File: config.mk
export PLATFORM = sky130hd
export DESIGN_NAME = score_bcd_accumulator
export DESIGN_NICKNAME = d
export VERILOG_FILES = /design/src/rtl/score_bcd_accumulator.sv
export SDC_FILE = /design/constraint.sdc
export NUM_CORES = 1
export LEC_CHECK = 0
export ABC_AREA = 1
export BUFFER_PORTS_ARGS = -buffer_cell sky130_fd_sc_hd__buf_2
export CAP_MARGIN = 20
export CORE_MARGIN = 10
export CORE_UTILIZATION = 32
export CTS_BUF_LIST = sky130_fd_sc_hd__clkbuf_8
export CTS_CLUSTER_DIAMETER = 80
export DETAILED_ROUTE_END_ITERATION = 7
export GPL_ROUTABILITY_DRIVEN = 0
export MAX_ROUTING_LAYER = met4
export PLACE_DENSITY = 0.52
export SYNTH_ARGS = -nofsm -noshare
export SYNTH_HDL_FRONTEND = slang
export SYNTH_SLANG_ARGS = --single-unit
File: constraint.sdc
create_clock -name clk -period 3.82 [get_ports clk]
set_input_delay 0.382 -clock clk [delete_from_list [all_inputs] [get_ports clk]]
set_output_delay 0.382 -clock clk [all_outputs]
set_load 0.005 [all_outputs]
File: src/rtl/score_bcd_accumulator.sv
// score_bcd_accumulator: running 5-digit BCD score fed by binary addends via serial double-dabble and digit-serial BCD add.
module score_bcd_accumulator #(
  parameter int VALUE_W = 17
) (
  input  logic               clk,
  input  logic               rst,
  input  logic               clear,
  input  logic               add_valid,
  input  logic [VALUE_W-1:0] add_value,
  output logic               add_ready,
  output logic               busy,
  output logic [19:0]        bcd_score,
  output logic               overflow
);
  localparam int CW = $clog2(VALUE_W + 1);
  typedef enum logic [1:0] {IDLE, CONV, ADD, COMMIT} state_t;
  state_t             r_state, w_next;
  logic [VALUE_W-1:0] r_shift;
  logic [23:0]        r_work, w_adj;
  logic [CW-1:0]      r_cnt;
  logic [2:0]         r_idx;
  logic               r_carry;
  logic [19:0]        r_sum, r_score;
  logic               r_ovf;
  logic               w_last_bit;
  logic [4:0]         w_s;
  logic [3:0]         w_dig;
  assign add_ready  = (r_state == IDLE) && !clear;
  assign busy       = (r_state != IDLE);
  assign bcd_score  = r_score;
  assign overflow   = r_ovf;
  assign w_last_bit = (r_cnt == CW'(VALUE_W - 1));
  for (genvar d = 0; d < 6; d++) begin : g_adj
    assign w_adj[d*4 +: 4] = (r_work[d*4 +: 4] >= 4'd5) ? r_work[d*4 +: 4] + 4'd3 : r_work[d*4 +: 4];
  end
  assign w_s   = 5'(r_score[{r_idx, 2'b00} +: 4]) + 5'(r_work[{r_idx, 2'b00} +: 4]) + 5'(r_carry);
  assign w_dig = (w_s > 5'd9) ? 4'(w_s - 5'd10) : w_s[3:0];
  always_ff @(posedge clk or posedge rst)
    if (rst) r_state <= IDLE;
    else     r_state <= w_next;
  always_comb begin
    w_next = r_state;
    case (r_state)
      IDLE:    w_next = add_valid ? CONV : IDLE;
      CONV:    w_next = w_last_bit ? ADD : CONV;
      ADD:     w_next = (r_idx == 3'd4) ? COMMIT : ADD;
      COMMIT:  w_next = IDLE;
      default: w_next = IDLE;
    endcase
    if (clear) w_next = IDLE;
  end
  always_ff @(posedge clk or posedge rst) begin
    if (rst) begin
      r_shift <= '0;
      r_work  <= '0;
      r_cnt   <= '0;
      r_idx   <= '0;
      r_carry <= 1'b0;
      r_sum   <= '0;
      r_score <= '0;
      r_ovf   <= 1'b0;
    end else if (clear) begin
      r_score <= '0;
      r_ovf   <= 1'b0;
    end else begin
      case (r_state)
        IDLE: if (add_valid) begin
          r_shift <= add_value;
          r_work  <= '0;
          r_cnt   <= '0;
        end
        CONV: begin
          r_work  <= {w_adj[22:0], r_shift[VALUE_W-1]};
          r_shift <= r_shift << 1;
          r_cnt   <= r_cnt + 1'b1;
          if (w_last_bit) begin
            r_idx   <= '0;
            r_carry <= 1'b0;
          end
        end
        ADD: begin
          r_sum[{r_idx, 2'b00} +: 4] <= w_dig;
          r_carry <= (w_s > 5'd9);
          r_idx   <= r_idx + 3'd1;
        end
        COMMIT:
          // a sixth addend digit can never fit in the 5-digit score
          if (r_carry || r_work[23:20] != 4'd0) begin
            r_score <= 20'h99999;
            r_ovf   <= 1'b1;
          end else begin
            r_score <= r_sum;
          end
        default: ;
      endcase
    end
  end
endmodule

### After elaboration in Yosys (flattened, before gate mapping)

Cells that the tools add are included.

* $add $sub $neg: 12
* order comparisons: 7
* eq/ne operators: 7
* shift-type cells: 4
* multiplexer cells: 29
* bitwise gates (word level): 1
* reductions and logical operators: 14

Operators with widths (count)
* 2-to-1 mux 20 bit: 3
* case mux 24 bit (2 select lines): 1
* case mux 17 bit (2 select lines): 1
* >= comparator 4 x 3 -> 1 bit (second input constant): 6
* 2-to-1 mux 24 bit: 1
* 2-to-1 mux 4 bit: 6
* variable part select 24 x 6 -> 4 bit: 1
* adder 4 x 2 -> 4 bit (second input constant): 5
* bitwise mux 20 bit: 1
* variable shift 4 x 7 -> 20 bit (first input constant): 1
* variable part select 20 x 6 -> 4 bit: 1
* variable part select 4 x 7 -> 20 bit: 1
* 2-to-1 mux 17 bit: 1
* case mux 5 bit (2 select lines): 1
* nonzero test 2 bit: 5
* case mux 2 bit (4 select lines): 1
* negator 5 -> 7 bit: 1
* 2-to-1 mux 1 bit: 6
* 2-to-1 mux 3 bit: 2
* case mux 3 bit (2 select lines): 1
* AND reduction 3 bit: 2
* adder 4 x 4 -> 5 bit: 1
* adder 5 x 1 -> 5 bit: 1
* adder 5 x 1 -> 5 bit (second input constant): 1
* 19 further kinds: 23

* register bits: 93
* input bits: 21
* output and inout bits: 23
* word-level logic and storage cells: 83

### Logic depth before layout (Yosys ltp)

* depth in word-level cells: 7
* depth in mapped cells: 22
* gate-level depth less buffers: 20

### Worst setup path before layout

No wires, ideal clock.

* kind: flip-flop to flip-flop
* start point: register r_idx[0]
* end point: register r_sum[3]
* library setup time: 0.118 ns
* arrival time: 2.994 ns
* data required time: 3.702 ns
* slack: 0.708 ns
* cell stages (with the launch flop): 21
* path buffers: 3
* clock period less this slack: 3.112 ns
* cell sequence: dfrtp_1 buf_2 inv_1 buf_2 buf_2 nand2_1 nand3_1 nand3_1 o21ai_0 fa_1 fa_1 inv_1 ha_1 inv_1 nor2_1 a21oi_1 nand2_1 nand2_1 nand2_1 nand3_1 nand2_1

* word-level cells in the longest chain between the ends: 7
* elaborated cells between the ends (all ways): 11
* those cells by class: add/sub: 4; order compare: 1; shift: 4; mux: 2

Ends and longest elaborated chain
* from (decl): RTL line 21 `logic [2:0] r_idx;`
* from (signal assigned): RTL line 84 `r_idx <= r_idx + 3'd1;`
* variable part select 24 x 6 -> 4 bit or variable part select 20 x 6 -> 4 bit (tied branches): RTL line 36 `assign w_s = 5'(r_score[{r_idx, 2'b00} +: 4]) + 5'(r_work[{r_idx, 2'b00} +: 4]) + 5'(r_carry);`
* adder 4 x 4 -> 5 bit: RTL line 36
* adder 5 x 1 -> 5 bit: RTL line 36
* subtractor 4 bit or greater-than comparator 5 x 4 -> 1 bit (tied branches): RTL line 37 `assign w_dig = (w_s > 5'd9) ? 4'(w_s - 5'd10) : w_s[3:0];`
* 2-to-1 mux 4 bit: RTL line 37
* variable part select 4 x 7 -> 20 bit: RTL line 82 `r_sum[{r_idx, 2'b00} +: 4] <= w_dig;`
* bitwise mux 20 bit (*): RTL line 82
* to (signal, indexed assignment): RTL line 82
* to (decl): RTL line 23 `logic [19:0] r_sum, r_score;`

Every way passes the cells marked *; elsewhere a longest branch is shown, timed or not.
A chain may end at the register's enable or synchronous reset.

### Final worst setup path

* start point: register r_idx[1]
* end point: register r_sum[13]

Same word-level chain as after synthesis.

==> results.md <==
- Result of the run: completed
- Mean routed wirelength per cell: roughly 15 um
- Number of antenna violations at the first check in global routing: 0
- Remaining global-route overflow: 0
- X dimension of the die: about 150 um
- Hold endpoint: r_shift[12]$_DFFE_PP0P_
- Launch point of the worst reg-to-reg path: r_idx[1]$_DFFE_PP0P_
- Tightest Pin Transition: 0.877 ns
- Global-route wire length before repair: 22,200 um
- Primary flip-flop cell chosen by synthesis mapping: dfrtp_1
- Sequential area share after synthesis: 0.459
- Setup repair after global routing missed its margin: no
- Pins Over Slew Limit: 0
- Antenna-violating nets left: 0
- WP data required: between 4 and 5 ns
- Psw: 0.00141 W
- Share of total power in the clock network: 0.214
- TritonCTS buffer count: 9
- Buffers on Ports: 43
- Data arrival, critical path: approximately 3.7 ns
- Register area: 0.00233 mm^2
- Async set-or-reset flop fraction in the synthesized netlist: 1.00
- Slowest library cell on the worst path: fa_1
- Hold path startpoint: add_value[12]
- Cell type group with the largest total delay on the critical path: adder cells
- Post-synthesis area per instance: 8.04 um^2
- Number of enable-type register cells in the synthesized netlist: 0
- Clock-pin slew on the worst setup and hold paths: roughly 0.10 ns
- Signed area change from the synthesized netlist to the final layout: 12.6%
- Post-synth design cell area: about 0.0051 mm^2
- Post-CTS sizing: 0
- Maximum vdd ir drop: 233 uV
- Clk Latency, worst-skew pair: between 0.3 and 0.4 ns
- Via count of the first global-routing pass: around 4,300
- Overall routed net length: around 13,000 um
- Area of the multi-input gates: 0.00230 mm^2
- Worst clock skew on the final layout: 0.0149 ns
- Summed area of non-filler cells in the final layout: between 0.005 and 0.006 mm^2
- Cell breakdown of the critical path: inv_1 > a21oi_1 > o21ai_0 > nand3_1 > o21ai_0 > fa_1 > fa_1 > inv_1 > ha_1 > inv_1 > nor2_1 > a21oi_1 > nand2_1 > nand2_1 > nand2_1 > nand3_1 > nand2_1
- Post-route DRC violation count: 0
- Final standard cell utilization of the core: 0.372
- Root Driver: clkbuf_8
- Iteration-0 DRC count of the detailed router: 400
- Static leakage: 2.73 nW
- Leading cell type in the layout, fill and taps excluded: nand2_1
- Share of cells above drive strength 1: 0.120
- Cell seen most often among critical-path stages: nand2_1
- Number of clock sinks: 93
- Post-synthesis sequential element count: 93
- Largest cells by area after synthesis: dfrtp_1 46%, nand2_1 9.2%, o21ai_0 9.1%, inv_1 6.1%, nand3_1 6.0%
- Core Rows: 45
- Maximum fanout encountered on the critical timing path: 14
- Number of top-level design ports: 44
- Count of mapped cells out of synthesis: 631
- DR pass1 iterations: 5
- Power share of the combinational group: 0.396
- Largest stage delay on the critical path: between 0.5 and 0.6 ns
- Kind of critical path: reg -> reg
- Maximum achievable frequency: about 290 MHz
- Highest-count cells in the layout ignoring fill and taps: 124 x nand2_1, 93 x dfrtp_1, 92 x o21ai_0
- # nets final: just over 700
- Total die area: around 0.021 mm^2
- Share of total power consumed by net switching: 0.424
- Final worst path period need: ~3.4 ns
- Final setup violation count: 0
- HPWL reported at the end of detailed placement: just under 10,000 um
- Final clock period utilization by the worst path: 0.893
- Number of distinct library cell variants in the gate-level netlist after synthesis: 32
- Portion of total power attributed to sequential cells: 0.389
- Buffer levels on the longest clock path: 2
- CTS H-tree depth: 3
- CTS tree: done
- Net count after synthesis: 677
- Initial core utilization: 0.330
- Core region area: about 0.015 mm^2
- Max-cap check violation count: 0
- Maximum number of pins on one net before global-route repair: 58
- Final TNS setup: 0 ns
- Worst hold path class: in -> reg
- Setup crit end kind: register
- Fill cell total of the finished layout: 1,587
- Count of vias placed by the detailed router: around 4,400
- Setup slack, reg-to-reg: between 0.4 and 0.5 ns
- Endpoint of the most critical register-to-register path: r_sum[13]$_DFFE_PP0P_
- Post-placement cell area: roughly 0.0055 mm^2
- CP Buf/Inv Count: 3
- Share of the synthesized area in the top cell type: 0.459
- Count of endpoints failing hold in the final timing report: 0
- Type of element launching the critical path: register
- Pwr/cell area: about 580 mW/mm^2
- Cell type contributing the most total cell area after synthesis: dfrtp_1
- Die height: about 150 um
- Hold path cells: 3
- Ant. Diodes: 0
- Slew Limit Headroom: 0.415
- Int Power: between 0.0015 and 0.002 W
- Average via count per standard cell: ~5
- Warning count from the yosys run: 0
- Worst reg-to-reg path cell count: 17
- Overall Global Routing Usage: 0.130
-- final cells by class --
type                            instances  share of cell area
Sequential cell                        93               0.408
Tap cell                              211              0.0462
Timing Repair Buffer                   49              0.0482
Clock buffer                           11              0.0265
Multi-Input combinational cell        429               0.403
Clock inverter                          5              0.0103
Inverter                               88              0.0581
-- synth_stat cells (3+ instances only) --
master / count
a21oi_1: 28
buf_1: 3
buf_2: 4
buf_4: 3
clkbuf_1: 8
dfrtp_1: 93
ha_1: 23
inv_1: 83
inv_2: 5
nand2_1: 124
nand3_1: 61
nor2_1: 38
nor2_2: 3
o211ai_1: 16
o21ai_0: 92
o21ai_1: 5
o22ai_1: 16
o32ai_1: 4
xor2_1: 4
-- per-stage QoR --
step                      hold WS [ns]  instances  total power (W)  worst slack, ns
final                            0.248        886          0.00333            0.409
after global routing             0.253        886          0.00361            0.105
after CTS                        0.226        884          0.00333            0.447
after detailed placement         0.466        868          0.00261            0.457
after global placement           0.460        868          0.00258            0.591
after floorplan                  0.444        631          0.00228            0.708
-- power by group through the flow --
stage | logic, W | registers (W) | clock network [W]
finish | 0.00132 | 0.00130 | 0.000715
global route | 0.00151 | 0.00132 | 0.000772
CTS | 0.00131 | 0.00130 | 0.000731
detailed placement | 0.00130 | 0.00132 | 0
global placement | 0.00127 | 0.00131 | 0
floorplan | 0.00102 | 0.00127 | 0
-- what timing repair did --
item                       in CTS  in global routing
setup endpoints to repair       0                  0
hold buffers                    0                  1
hold endpoints to repair        0                 14
setup buffers                   0                  0
-- logic make-up after synthesis --
group,synth area share
flops,0.459
compound gates,0.177
fa+ha+maj,0.0646
simple gates,0.203
xor+xnor,0.00864
buf+inv,0.0871
-- how the worst max path moves through the flow --
stage                         start  slack, ns  cells past startpoint                    end
3_3_place_gp   r_idx[1]$_DFFE_PP0P_       0.59                     17  r_sum[13]$_DFFE_PP0P_
6_report       r_idx[1]$_DFFE_PP0P_       0.41                     17  r_sum[13]$_DFFE_PP0P_
2_1_floorplan  r_idx[0]$_DFFE_PP0P_       0.71                     20   r_sum[3]$_DFFE_PP0P_
4_1_cts        r_idx[1]$_DFFE_PP0P_       0.45                     17  r_sum[13]$_DFFE_PP0P_
5_1_grt        r_idx[1]$_DFFE_PP0P_       0.11                     17  r_sum[11]$_DFFE_PP0P_
3_5_place_dp   r_idx[1]$_DFFE_PP0P_       0.46                     17  r_sum[13]$_DFFE_PP0P_
-- per-layer routing --
layer / track usage / routed length [um]
met1: 0.175 / 6770
met2: 0.191 / 5870
met3: 0.0236 / 596
met4: 0.0475 / 244
met5: - / 0
-- worst reg2reg max path: cells and delay by family (launching register included) --
family / cells / cell delay [ns]
fa+ha+maj: 3 / 1.21
simple gates: 7 / 0.67
compound gates: 4 / 0.53
flops: 1 / 0.49
buf+inv: 3 / 0.41
-- sequential cells by signal, summed over array words and instances, names as in the netlist --
register,cells
bcd_score,20
overflow,1
r_carry,1
r_cnt,5
r_idx,3
r_shift,17
r_state,2
r_sum,20
r_work,24
Note: power is estimated with default switching activity, not from simulation.
